[config.mk]
export PLATFORM = sky130hd
export DESIGN_NAME = stream_to_axi_ax
export DESIGN_NICKNAME = d
export VERILOG_FILES = /design/src/rtl/stream_ax_pkg.sv /design/src/rtl/stream_beat_assembler.sv /design/src/rtl/stream_to_axi_ax.sv
export SDC_FILE = /design/constraint.sdc
export NUM_CORES = 1
export LEC_CHECK = 0
export BUFFER_PORTS_ARGS = -buffer_cell sky130_fd_sc_hd__buf_4
export CORE_AREA = 2 2 268 270
export DETAILED_ROUTE_END_ITERATION = 7
export DIE_AREA = 0 0 270 272
export SLEW_MARGIN = 10
export SYNTH_ARGS = -nofsm -noshare
export SYNTH_HDL_FRONTEND = slang
export SYNTH_SLANG_ARGS = --single-unit
export TNS_END_PERCENT = 1
[constraint.sdc]
create_clock -name clk -period 1.85 [get_ports clk]
set_clock_uncertainty 0.2 [all_clocks]
set_input_delay 0.0925 -clock clk [delete_from_list [all_inputs] [get_ports clk]]
set_output_delay 0.0925 -clock clk [all_outputs]
set_load 0.1 [all_outputs]
[src/rtl/stream_ax_pkg.sv]
// ============================================================================
// Module      : stream_ax_pkg
// Description : Shared packet-image definition for the AXI address-channel
//               stream link (serializer and deserializer ends).
// Revision    : 1.0 - initial release
// ============================================================================
`default_nettype none

package stream_ax_pkg;

  // Transaction type carried in image bit 0
  localparam logic TYPE_AR = 1'b0;
  localparam logic TYPE_AW = 1'b1;

  // Fixed-width fields of the image
  localparam int TYPE_W   = 1;
  localparam int SIZE_W   = 3;
  localparam int BURST_W  = 2;
  localparam int CACHE_W  = 4;
  localparam int PROT_W   = 3;
  localparam int REGION_W = 4;
  localparam int QOS_W    = 4;

  // Field order above the type bit, LSB first
  localparam int F_ID     = 0;
  localparam int F_ADDR   = 1;
  localparam int F_LEN    = 2;
  localparam int F_SIZE   = 3;
  localparam int F_BURST  = 4;
  localparam int F_LOCK   = 5;
  localparam int F_CACHE  = 6;
  localparam int F_PROT   = 7;
  localparam int F_REGION = 8;
  localparam int F_QOS    = 9;
  localparam int F_USER   = 10;
  localparam int F_END    = 11;

  typedef enum logic [1:0] {
    ST_COLLECT = 2'd0,
    ST_ISSUE   = 2'd1,
    ST_DISCARD = 2'd2
  } state_e;

  function automatic int field_width(input int f, input int id_w, input int addr_w,
                                     input int len_w, input int lock_w, input int user_w);
    case (f)
      F_ID:     return id_w;
      F_ADDR:   return addr_w;
      F_LEN:    return len_w;
      F_SIZE:   return SIZE_W;
      F_BURST:  return BURST_W;
      F_LOCK:   return lock_w;
      F_CACHE:  return CACHE_W;
      F_PROT:   return PROT_W;
      F_REGION: return REGION_W;
      F_QOS:    return QOS_W;
      F_USER:   return user_w;
      default:  return 0;
    endcase
  endfunction

  // Bit offset of field f inside the image
  function automatic int field_offset(input int f, input int id_w, input int addr_w,
                                      input int len_w, input int lock_w, input int user_w);
    int off;
    off = TYPE_W;
    for (int i = 0; i < f; i++) off += field_width(i, id_w, addr_w, len_w, lock_w, user_w);
    return off;
  endfunction

  function automatic int pkt_bits(input int id_w, input int addr_w, input int len_w,
                                  input int lock_w, input int user_w);
    return field_offset(F_END, id_w, addr_w, len_w, lock_w, user_w);
  endfunction

  function automatic int beats(input int pkt, input int data_w);
    return (pkt + data_w - 1) / data_w;
  endfunction

endpackage

`default_nettype wire

[src/rtl/stream_beat_assembler.sv]
// ============================================================================
// Module      : stream_beat_assembler
// Description : Collects stream beats into the packet image register and
//               flags complete, short and long packets.
// Revision    : 1.0 - initial release
// ============================================================================
`default_nettype none

module stream_beat_assembler #(
  parameter int DATA_WIDTH = 128,
  parameter int BEATS      = 2
) (
  input  logic                        clk,
  input  logic                        reset,
  input  logic [DATA_WIDTH-1:0]       beat_data,
  input  logic                        beat_accept,
  input  logic                        beat_last,
  input  logic                        clear,
  output logic                        done,
  output logic                        done_type,
  output logic                        short_det,
  output logic                        long_det,
  output logic                        err_short,
  output logic                        err_long,
  output logic [BEATS*DATA_WIDTH-1:0] image
);

  localparam int              CNT_W    = $clog2(BEATS + 1);
  localparam logic [CNT_W-1:0] LAST_POS = CNT_W'(BEATS - 1);

  logic [CNT_W-1:0]            cnt_q, cnt_d;
  logic [BEATS*DATA_WIDTH-1:0] image_q, image_d;
  logic                        err_short_q, err_short_d;
  logic                        err_long_q, err_long_d;
  logic                        at_last;

  // Packet-shape detection, beat storage and counter update
  always_comb begin
    at_last   = (cnt_q == LAST_POS);
    done      = beat_accept & beat_last & at_last;
    short_det = beat_accept & beat_last & ~at_last;
    long_det  = beat_accept & ~beat_last & at_last;
    // With a single-beat image the type bit arrives on the completing beat
    done_type = (cnt_q == '0) ? beat_data[0] : image_q[0];

    image_d = image_q;
    for (int k = 0; k < BEATS; k++) begin
      if (beat_accept && (cnt_q == CNT_W'(k))) image_d[k*DATA_WIDTH +: DATA_WIDTH] = beat_data;
    end

    cnt_d = cnt_q;
    if (beat_accept) begin
      if (short_det || long_det) cnt_d = '0;
      else                       cnt_d = cnt_q + CNT_W'(1);
    end else if (clear) begin
      cnt_d = '0;
    end

    err_short_d = short_det;
    err_long_d  = long_det;
  end

  // State registers
  always_ff @(posedge clk) begin
    if (reset) begin
      cnt_q       <= '0;
      image_q     <= '0;
      err_short_q <= 1'b0;
      err_long_q  <= 1'b0;
    end else begin
      cnt_q       <= cnt_d;
      image_q     <= image_d;
      err_short_q <= err_short_d;
      err_long_q  <= err_long_d;
    end
  end

  assign image     = image_q;
  assign err_short = err_short_q;
  assign err_long  = err_long_q;

endmodule

`default_nettype wire

[src/rtl/stream_to_axi_ax.sv]
// ============================================================================
// Module      : stream_to_axi_ax
// Description : Rebuilds captured AR/AW transactions from stream packets and
//               replays them on an AXI4 master address channel.
// Revision    : 1.0 - initial release
// ============================================================================
`default_nettype none

module stream_to_axi_ax
  import stream_ax_pkg::*;
#(
  parameter int DATA_WIDTH    = 128,
  parameter int ADDR_WIDTH    = 64,
  parameter int ID_WIDTH      = 32,
  parameter int BURST_LEN     = 8,
  parameter int LOCK_WIDTH    = 2,
  parameter int USER_WIDTH    = 64,
  parameter int DEST_WIDTH    = 32,
  parameter int ERR_CNT_WIDTH = 16
) (
  input  logic                     clk,
  input  logic                     reset,
  input  logic [DATA_WIDTH-1:0]    stream_tdata,
  input  logic                     stream_tvalid,
  input  logic                     stream_tlast,
  output logic                     stream_tready,
  input  logic [ID_WIDTH-1:0]      stream_tid,
  input  logic [DEST_WIDTH-1:0]    stream_tdest,
  input  logic [DATA_WIDTH/8-1:0]  stream_tstrb,
  input  logic [DATA_WIDTH/8-1:0]  stream_tkeep,
  input  logic [USER_WIDTH-1:0]    stream_tuser,
  output logic [ID_WIDTH-1:0]      AXIM_arid,
  output logic [ADDR_WIDTH-1:0]    AXIM_araddr,
  output logic [BURST_LEN-1:0]     AXIM_arlen,
  output logic [2:0]               AXIM_arsize,
  output logic [1:0]               AXIM_arburst,
  output logic [LOCK_WIDTH-1:0]    AXIM_arlock,
  output logic [3:0]               AXIM_arcache,
  output logic [2:0]               AXIM_arprot,
  output logic [3:0]               AXIM_arregion,
  output logic [3:0]               AXIM_arqos,
  output logic [USER_WIDTH-1:0]    AXIM_aruser,
  output logic                     AXIM_arvalid,
  input  logic                     AXIM_arready,
  output logic [ID_WIDTH-1:0]      AXIM_awid,
  output logic [ADDR_WIDTH-1:0]    AXIM_awaddr,
  output logic [BURST_LEN-1:0]     AXIM_awlen,
  output logic [2:0]               AXIM_awsize,
  output logic [1:0]               AXIM_awburst,
  output logic [LOCK_WIDTH-1:0]    AXIM_awlock,
  output logic [3:0]               AXIM_awcache,
  output logic [2:0]               AXIM_awprot,
  output logic [3:0]               AXIM_awregion,
  output logic [3:0]               AXIM_awqos,
  output logic [USER_WIDTH-1:0]    AXIM_awuser,
  output logic                     AXIM_awvalid,
  input  logic                     AXIM_awready,
  output logic                     err_short,
  output logic                     err_long,
  output logic [ERR_CNT_WIDTH-1:0] err_count
);

  localparam int PKT_BITS = pkt_bits(ID_WIDTH, ADDR_WIDTH, BURST_LEN, LOCK_WIDTH, USER_WIDTH);
  localparam int BEATS    = beats(PKT_BITS, DATA_WIDTH);
  localparam int IMG_BITS = BEATS * DATA_WIDTH;

  localparam int O_ID     = field_offset(F_ID,     ID_WIDTH, ADDR_WIDTH, BURST_LEN, LOCK_WIDTH, USER_WIDTH);
  localparam int O_ADDR   = field_offset(F_ADDR,   ID_WIDTH, ADDR_WIDTH, BURST_LEN, LOCK_WIDTH, USER_WIDTH);
  localparam int O_LEN    = field_offset(F_LEN,    ID_WIDTH, ADDR_WIDTH, BURST_LEN, LOCK_WIDTH, USER_WIDTH);
  localparam int O_SIZE   = field_offset(F_SIZE,   ID_WIDTH, ADDR_WIDTH, BURST_LEN, LOCK_WIDTH, USER_WIDTH);
  localparam int O_BURST  = field_offset(F_BURST,  ID_WIDTH, ADDR_WIDTH, BURST_LEN, LOCK_WIDTH, USER_WIDTH);
  localparam int O_LOCK   = field_offset(F_LOCK,   ID_WIDTH, ADDR_WIDTH, BURST_LEN, LOCK_WIDTH, USER_WIDTH);
  localparam int O_CACHE  = field_offset(F_CACHE,  ID_WIDTH, ADDR_WIDTH, BURST_LEN, LOCK_WIDTH, USER_WIDTH);
  localparam int O_PROT   = field_offset(F_PROT,   ID_WIDTH, ADDR_WIDTH, BURST_LEN, LOCK_WIDTH, USER_WIDTH);
  localparam int O_REGION = field_offset(F_REGION, ID_WIDTH, ADDR_WIDTH, BURST_LEN, LOCK_WIDTH, USER_WIDTH);
  localparam int O_QOS    = field_offset(F_QOS,    ID_WIDTH, ADDR_WIDTH, BURST_LEN, LOCK_WIDTH, USER_WIDTH);
  localparam int O_USER   = field_offset(F_USER,   ID_WIDTH, ADDR_WIDTH, BURST_LEN, LOCK_WIDTH, USER_WIDTH);

  state_e                   state_q, state_d;
  logic                     tready_q, tready_d;
  logic                     arvalid_q, arvalid_d;
  logic                     awvalid_q, awvalid_d;
  logic [ERR_CNT_WIDTH-1:0] err_count_q, err_count_d;

  logic                     beat_accept, collect_accept, handshake;
  logic                     done, done_type, short_det, long_det;
  logic [IMG_BITS-1:0]      image;

  stream_beat_assembler #(
    .DATA_WIDTH (DATA_WIDTH),
    .BEATS      (BEATS)
  ) u_assembler (
    .clk         (clk),
    .reset       (reset),
    .beat_data   (stream_tdata),
    .beat_accept (collect_accept),
    .beat_last   (stream_tlast),
    .clear       (handshake),
    .done        (done),
    .done_type   (done_type),
    .short_det   (short_det),
    .long_det    (long_det),
    .err_short   (err_short),
    .err_long    (err_long),
    .image       (image)
  );

  // Next state; tready and valids are registered from the next state so
  // valid never follows ready combinationally
  always_comb begin
    beat_accept    = stream_tvalid & tready_q;
    collect_accept = beat_accept & (state_q == ST_COLLECT);
    handshake      = (arvalid_q & AXIM_arready) | (awvalid_q & AXIM_awready);
    state_d        = state_q;
    arvalid_d      = arvalid_q;
    awvalid_d      = awvalid_q;
    case (state_q)
      ST_COLLECT: begin
        if (done) begin
          state_d   = ST_ISSUE;
          arvalid_d = (done_type == TYPE_AR);
          awvalid_d = (done_type == TYPE_AW);
        end else if (long_det) begin
          state_d = ST_DISCARD;
        end
      end
      ST_ISSUE: begin
        if (handshake) begin
          state_d   = ST_COLLECT;
          arvalid_d = 1'b0;
          awvalid_d = 1'b0;
        end
      end
      ST_DISCARD: begin
        if (beat_accept && stream_tlast) state_d = ST_COLLECT;
      end
      default: state_d = ST_COLLECT;
    endcase
    tready_d = (state_d != ST_ISSUE);

    err_count_d = err_count_q;
    if ((short_det || long_det) && (err_count_q != {ERR_CNT_WIDTH{1'b1}}))
      err_count_d = err_count_q + ERR_CNT_WIDTH'(1);
  end

  // State and output registers
  always_ff @(posedge clk) begin
    if (reset) begin
      state_q     <= ST_COLLECT;
      tready_q    <= 1'b0;
      arvalid_q   <= 1'b0;
      awvalid_q   <= 1'b0;
      err_count_q <= '0;
    end else begin
      state_q     <= state_d;
      tready_q    <= tready_d;
      arvalid_q   <= arvalid_d;
      awvalid_q   <= awvalid_d;
      err_count_q <= err_count_d;
    end
  end

  assign stream_tready = tready_q;
  assign AXIM_arvalid  = arvalid_q;
  assign AXIM_awvalid  = awvalid_q;
  assign err_count     = err_count_q;

  // Both channels present the same registered fields; only the valid differs
  assign AXIM_arid     = image[O_ID     +: ID_WIDTH];
  assign AXIM_araddr   = image[O_ADDR   +: ADDR_WIDTH];
  assign AXIM_arlen    = image[O_LEN    +: BURST_LEN];
  assign AXIM_arsize   = image[O_SIZE   +: SIZE_W];
  assign AXIM_arburst  = image[O_BURST  +: BURST_W];
  assign AXIM_arlock   = image[O_LOCK   +: LOCK_WIDTH];
  assign AXIM_arcache  = image[O_CACHE  +: CACHE_W];
  assign AXIM_arprot   = image[O_PROT   +: PROT_W];
  assign AXIM_arregion = image[O_REGION +: REGION_W];
  assign AXIM_arqos    = image[O_QOS    +: QOS_W];
  assign AXIM_aruser   = image[O_USER   +: USER_WIDTH];
  assign AXIM_awid     = AXIM_arid;
  assign AXIM_awaddr   = AXIM_araddr;
  assign AXIM_awlen    = AXIM_arlen;
  assign AXIM_awsize   = AXIM_arsize;
  assign AXIM_awburst  = AXIM_arburst;
  assign AXIM_awlock   = AXIM_arlock;
  assign AXIM_awcache  = AXIM_arcache;
  assign AXIM_awprot   = AXIM_arprot;
  assign AXIM_awregion = AXIM_arregion;
  assign AXIM_awqos    = AXIM_arqos;
  assign AXIM_awuser   = AXIM_aruser;

  // Sideband stream signals carry nothing for this link
  logic unused_inputs;
  assign unused_inputs = ^{stream_tid, stream_tdest, stream_tstrb, stream_tkeep,
                           stream_tuser, image[0]};

  if (IMG_BITS > PKT_BITS) begin : g_pad
    logic unused_pad;
    assign unused_pad = ^image[IMG_BITS-1:PKT_BITS];
  end

endmodule

`default_nettype wire

==> results of run 1 <==
[cell families after synthesis]
kind of cell	count (synthesis)	synth area share
buffers and inverters	453	0.2992
and+or+nand+nor	447	0.1724
AOI/OAI and AO/OA	226	0.1110
DFF	216	0.4083
muxes	4	0.004016
adders and majority gates	3	0.003544
xor gates and xnor gates	1	0.001536
[synthesized netlist by cell type, types with 2 or more instances]
master and n:
nand4_1 7, nor2b_1 3, o21ai_1 2, or4_1 9
o31ai_1 9, a21oi_1 206, nand2_1 391, nand3_1 5
and3_1 5, mux2i_1 2, o21ai_0 2, mux2_1 2
dfxtp_1 216, or3_1 3, nor4_1 4, and2_1 3
buf_2 22, clkbuf_1 45, nand2b_1 2, inv_1 3
nor2_1 7, buf_4 382, ha_1 3
[power groups by stage]
stage	Combinational [mW]	Sequential, mW	Clock (mW)
global route	4.45	5.02	5.47
CTS	4.26	5.00	5.32
detailed placement	4.00	5.09	0
global placement	3.99	5.09	0
floorplan	3.42	5.06	0
finish	4.30	4.99	5.09
[layout make-up]
| type | instances | area (µm²) |
|---|---|---|
| inverters | 3 | 11.26 |
| multi-input cells | 682 | 3241 |
| flip-flops and latches | 216 | 4383 |
| clock buffers | 37 | 743.2 |
| clock inverters | 8 | 87.58 |
| fillers | 7739 | 55000 |
| diodes | 1 | 2.502 |
| well taps | 950 | 1189 |
| repair buffers | 732 | 6092 |
[worst max-delay path: stages (launching register included)]
cell     delay (ps)
dfxtp_4         360
ha_4            170
nand4_1          80
nor4_2           60
buf_4           160
buf_4           130
or4_1           460
a21oi_1         150
[stage by stage]
step | area (µm²) | TNS, ps | std cells | total power, mW
6_report | 15750 | 0 | 2629 | 14.38
5_1_grt | 15750 | -6971 | 2629 | 14.94
4_1_cts | 15590 | -49.11 | 2623 | 14.57
3_5_place_dp | 13320 | -480.3 | 2438 | 9.093
3_3_place_gp | 13320 | -542.8 | 2438 | 9.080
2_1_floorplan | 10680 | -3467 | 1350 | 8.475
[worst paths after layout]
path | start | endpoint | slack [ps] | cells past startpoint
worst max register to register | err_count[0] | err_count[4] | 3 | 7
worst min-delay path | stream_tdata[65] | u_assembler.image[65] | 130 | 4
worst max-delay path | err_count[0] | err_count[4] | 3 | 7
worst min register to register | u_assembler.image[0] | u_assembler.image[0] | 260 | 2
[registers in the layout, indices dropped and copies added, names as in the netlist]
| signal | cells |
|---|---|
| AXIM_arvalid | 1 |
| u_assembler.image | 191 |
| err_count | 16 |
| state_q | 2 |
| u_assembler.cnt_q | 2 |
| AXIM_awvalid | 1 |
| u_assembler.err_short | 1 |
| stream_tready | 1 |
| u_assembler.err_long | 1 |
[routing by layer]
layer  vias to the layer above  global-route usage
met4                         0             0.03173
met3                        47             0.01499
met5                         -                   0
met1                      4321              0.1013
li1                       4589                   -
met2                       333              0.1475
[layout by cell type, fill, tap and decap left out, types with 8 or more instances in the layout]
| cell | Yosys | layout |
|---|---|---|
| dfxtp_1 | 216 | 197 |
| nand2_1 | 391 | 388 |
| buf_4 | 382 | 577 |
| a21oi_1 | 206 | 201 |
| buf_12 | 0 | 12 |
| dlygate4sd3_1 | 0 | 133 |
| dfxtp_4 | 0 | 14 |
| clkbuf_16 | 0 | 29 |
| o31ai_1 | 9 | 8 |
[timing repair]
action	CTS	global route
hold endpoints to repair	216	0
gates cloned	1	2
buffers inserted	5	3
gates resized for setup	5	22
setup endpoints to repair	12	178
hold buffers	134	0
pin swaps	9	7
==> qor.yml, run 1 <==
syn-num-nets: 1647
synth_edf_count: 0
top_layer: "met4"
synth_seq_area_share: 0.4083
drive_gt1_frac: 0.4046
fin_ws_ps: 2.728
clock.fmax_mhz: 541.3
setup_viol: 0
fin_crit_ps: 1847
clkSinkCount: 216
clockBufferDepth: 3
syn_inst: 1350
place.detailed.hpwl_um: 23670
drc: 0
post-place-ws_ps: -81.67
ys_warn_count: 0
yosysTopAreaCellShare: 0.4083
power_frac_seq: 0.347
place.gp.congestion: 0.7677
root_buffer: "clkbuf_16"
hold_slack_ps: 134.3
worstPathArrival_ps: 2120
drt-wirelength-per-cell_um: 13.12
status: "completed"
fp-row-count: 98
drtIter0Drc: 433
final_core_util: 0.2226
cts_buffers: 26
slew_violations: 0
met2_wirelength_um: 17190
p_clk_frac: 0.354
async_flop_share: 0
path_class: "flop to flop"
ys_ff_latch: 216
core_area_um2: 70750
syn2layout_area_growth_pct: 48.70
grt_start_max_net_pins: 73
final_hold_viol_count: 0
path_max_fanout: 6
synth.avg_cell_area_um2: 7.845
rsz0062_at_grt: "yes"
grt_pass1_wl_um: 49360
period_share: 0.9985
power_frac_comb: 0.299
relSlewSlack: 0.6997
synth_area_leader_cell: "dfxtp_1"
p_per_area_nw_per_um2: 913.3
leakagePower_nw: 6.727
grtUsageTotal: 0.08381
critPathCaptureType: "flop"
cts_tree: "yes"
vias: 9290
critPathRequiredTime_ps: 2120
antenna_found_initial: 2
p_sw_mw: 5.449
finalWirelength_um: 34490
swShare: 0.3788
p_int_mw: 8.935
vias_per_cell: 3.534
insertion_delay_ps: 540
grt_pass1_vias: 8687
synth_area_leaders: "dfxtp_1, buf_4, nand2_1, a21oi_1, clkbuf_1"
ant_nets: 0
wl_met3_um: 2018
cts_max_level: 1
worstMarginPinSlew_ps: 448.4
critPathLaunchType: "flop"
hold_class: "primary input to flop"
maxCapViolations: 0
die-height_um: 272
ir_drop_v: 0.0005322
path_clk_slew_ps: 60
io_pins: 695
grt_remaining_overflow: 0
initial_utilization: 0.1497
port-buffer-count: 534
dieWidth_um: 270
drt-met1-wl_um: 14410
fin_nets: 1958
ys_types: 40
dr.pass1.iters: 4
die_area_um2: 73440
synth_area_um2: 10590
synth-main-ff-cell: "dfxtp_1"
(Power assumes the default switching activity.)
==> inputs of run 2 (changes only) <==
--- a/config.mk
+++ b/config.mk
@@ -6,11 +6,13 @@
 export NUM_CORES = 1
 export LEC_CHECK = 0
 export BUFFER_PORTS_ARGS = -buffer_cell sky130_fd_sc_hd__buf_4
-export CORE_AREA = 2 2 268 270
+export CORE_AREA = 4 4 270 272
 export DETAILED_ROUTE_END_ITERATION = 7
-export DIE_AREA = 0 0 270 272
+export DIE_AREA = 0 0 274 276
+export REMOVE_ABC_BUFFERS = 1
 export SLEW_MARGIN = 10
 export SYNTH_ARGS = -nofsm -noshare
 export SYNTH_HDL_FRONTEND = slang
+export SYNTH_HIERARCHICAL = 1
 export SYNTH_SLANG_ARGS = --single-unit
 export TNS_END_PERCENT = 1
==> run 2 against run 1 <==
  * The flow now finishes with violations (negative hold slack, negative setup slack)
  * Via count grew 9.4%
  * Sequential share of layout area shrank 2.6 points
  * Global-route usage grew 0.38 points
  * Worst setup slack lost 470 ps
  * Sequential cell count is the same
  * Critical path type unchanged
  * Largest power group unchanged
==> qor.yml, run 2 <==
drtIter0Drc: 514  # +19%
holdBufCountCts: 133  # -0.75%
ys_warn_count: 6  # +6
fin_crit_ps: 2320  # +472.6 ps
vias_per_cell: 3.831  # +8.4%
period_share: 1.254  # +0.2555
dpl.cell_count: 2469  # +1.3%
synth_area_um2: 10860  # +2.5%
crit_slowest_cell: "or4_1"
grt_pass1_wl_um: 55170  # +12%
critPathLaunchType: "flop"
clock.fmax_mhz: 431.1  # -20%
clkSinkCount: 216  # unchanged
leakagePower_nw: 7.381  # +9.7%
mostFrequentLayoutCells: "buf_4, dfxtp_1, a21oi_1, nand3_1, a21bo_2"
drt-wirelength-per-cell_um: 13.56  # +3.4%
synth.avg_cell_area_um2: 8.909  # +14%
critPathCaptureType: "flop"
p_total_mw: 15.04  # +4.6%
path_max_fanout: 5  # -1
syn2layout_area_growth_pct: 58.34
rsz0062_at_grt: "yes"
worstMarginPinSlew_ps: 843.2  # +394.8 ps
path_clk_slew_ps: 60  # about the same
die_area_um2: 75620  # +3.0%
violations: "negative hold slack, negative setup slack"
relSlewSlack: 0.4379  # -0.2619
place.detailed.hpwl_um: 25170  # +6.3%
grt_start_max_net_pins: 174  # +140%
hold_class: "primary input to flop"
critPathMaxStageDelay_ps: 480  # +20 ps
ir_drop_v: 0.0005475  # +2.9%
initial_utilization: 0.1535  # +0.003802
fin_ws_ps: -469.9  # -472.6 ps
finalWirelength_um: 35960  # +4.3%
hold_slack_ps: -253.0  # -387.3 ps
clockBufferDepth: 3  # unchanged
status: "complete, but fails checks"
setup_viol: 163  # +163
io_pins: 695  # unchanged
p_per_area_nw_per_um2: 874.6  # -4.2%
fp-row-count: 98  # unchanged
root_buffer: "clkbuf_16"
largest_register_ffs: 191  # unchanged
reg2reg_from: "state_q[1]"
grt_remaining_overflow: 0  # unchanged
cts_tree: "yes"
cts_buffers: 27  # +3.8%
port-buffer-count: 534  # unchanged
maxCapViolations: 0  # unchanged
core_area_um2: 70750  # unchanged
crit_chain: "nor3_4, nand2_1, nor2_2, o2111ai_2, or4_4, or4_1, a21oi_1"
vias: 10160  # +9.4%
path_class: "flop to flop"
crit_path_start: "state_q[1]"
insertion_delay_ps: 560  # +20 ps
die-height_um: 276  # +1.5%
grtUsageTotal: 0.08757  # +0.003765
worstHoldStart: "stream_tvalid"
cts_max_level: 1  # unchanged
postCtsSetupBuffers: 0  # -5
worstPathArrival_ps: 2610  # +490 ps
drive_gt1_frac: 0.5168  # +0.1121
grt_pass1_vias: 9789  # +13%
drc: 0  # unchanged
critPathRequiredTime_ps: 2140  # +20 ps
fillCellCount: 7655  # -1.1%
fin_cells: 2652  # +0.87%
fin_nets: 1978  # +1.0%
slew_violations: 0  # unchanged
ant_nets: 0  # unchanged
final_hold_viol_count: 9  # +9
place.gp.congestion: 0.7311  # -4.8%
dr.pass1.iters: 4  # unchanged
final_common_cell: "buf_4"
antenna_found_initial: 1  # -1
dieWidth_um: 274  # +1.5%
syn_inst: 1219  # -9.7%
[run 2: critical path: cells and delay by family (launching register included)]
family | cells | cell delay, ps
flip-flops | 1 | 330
AO/OA/AOI/OAI | 2 | 310
AND/OR/NAND/NOR | 5 | 1390
[run 2: what timing repair did]
| item | CTS | global route |
|---|---|---|
| cloned | 0 | 0 |
| setup endpoints to repair | 187 | 198 |
| hold endpoints to repair | 215 | 9 |
| resized for setup | 21 | 6 |
| pin swaps | 10 | 1 |
[run 2: worst paths after layout]
path	to	slack, ps	cells after the start
setup reg to reg	err_count[13]	-470	7
setup / recovery	err_count[13]	-470	7
hold reg to reg	err_count[3]	340	2
hold / removal	state_q[1]	-250	4
[run 2: routing by layer]
metal  vias up  part of all wire  GRT usage
met5         -                 0          0
met4         0             0.022    0.02336
met3        48             0.083    0.02013
met2       375              0.50     0.1562
met1      4723              0.40     0.1052
li1       5014                 -          -
[run 2: metrics by stage]
stage	instance area, µm²	setup slack [ps]	hold WS [ps]	TNS [ps]	utilization
global route	17190	-628.2	-296.3	-41380	0.2430
floorplan	8865	-21520	-38.43	-4396010	-
detailed placement	14790	-603.5	162.7	-35990	0.2091
CTS	17180	-489.6	-296.6	-20330	0.2428
finish	17200	-469.9	-253.0	-21790	0.2431
global placement	14790	-546.1	158.4	-33920	0.2091
[run 2: power by group]
group          total, mW  internal [mW]  switching, mW  leakage [nW]
registers           4.97           4.83          0.145          1.76
clock network       5.78           3.64           2.14         0.486
logic               4.29           1.12           3.17          5.14
total               15.0           9.59           5.46          7.38
[run 2: area by class of cell]
cell class,count,area [µm²],area share
Clock inverter,12,192.7,0.01120
Tap cell,950,1189,0.06912
Sequential cell,216,4330,0.2518
Inverter,6,22.52,0.001310
Clock buffer,37,783.3,0.04555
Multi-Input combinational cell,683,4617,0.2685
Timing Repair Buffer,747,6060,0.3524
Antenna cell,1,2.502,0.0001455
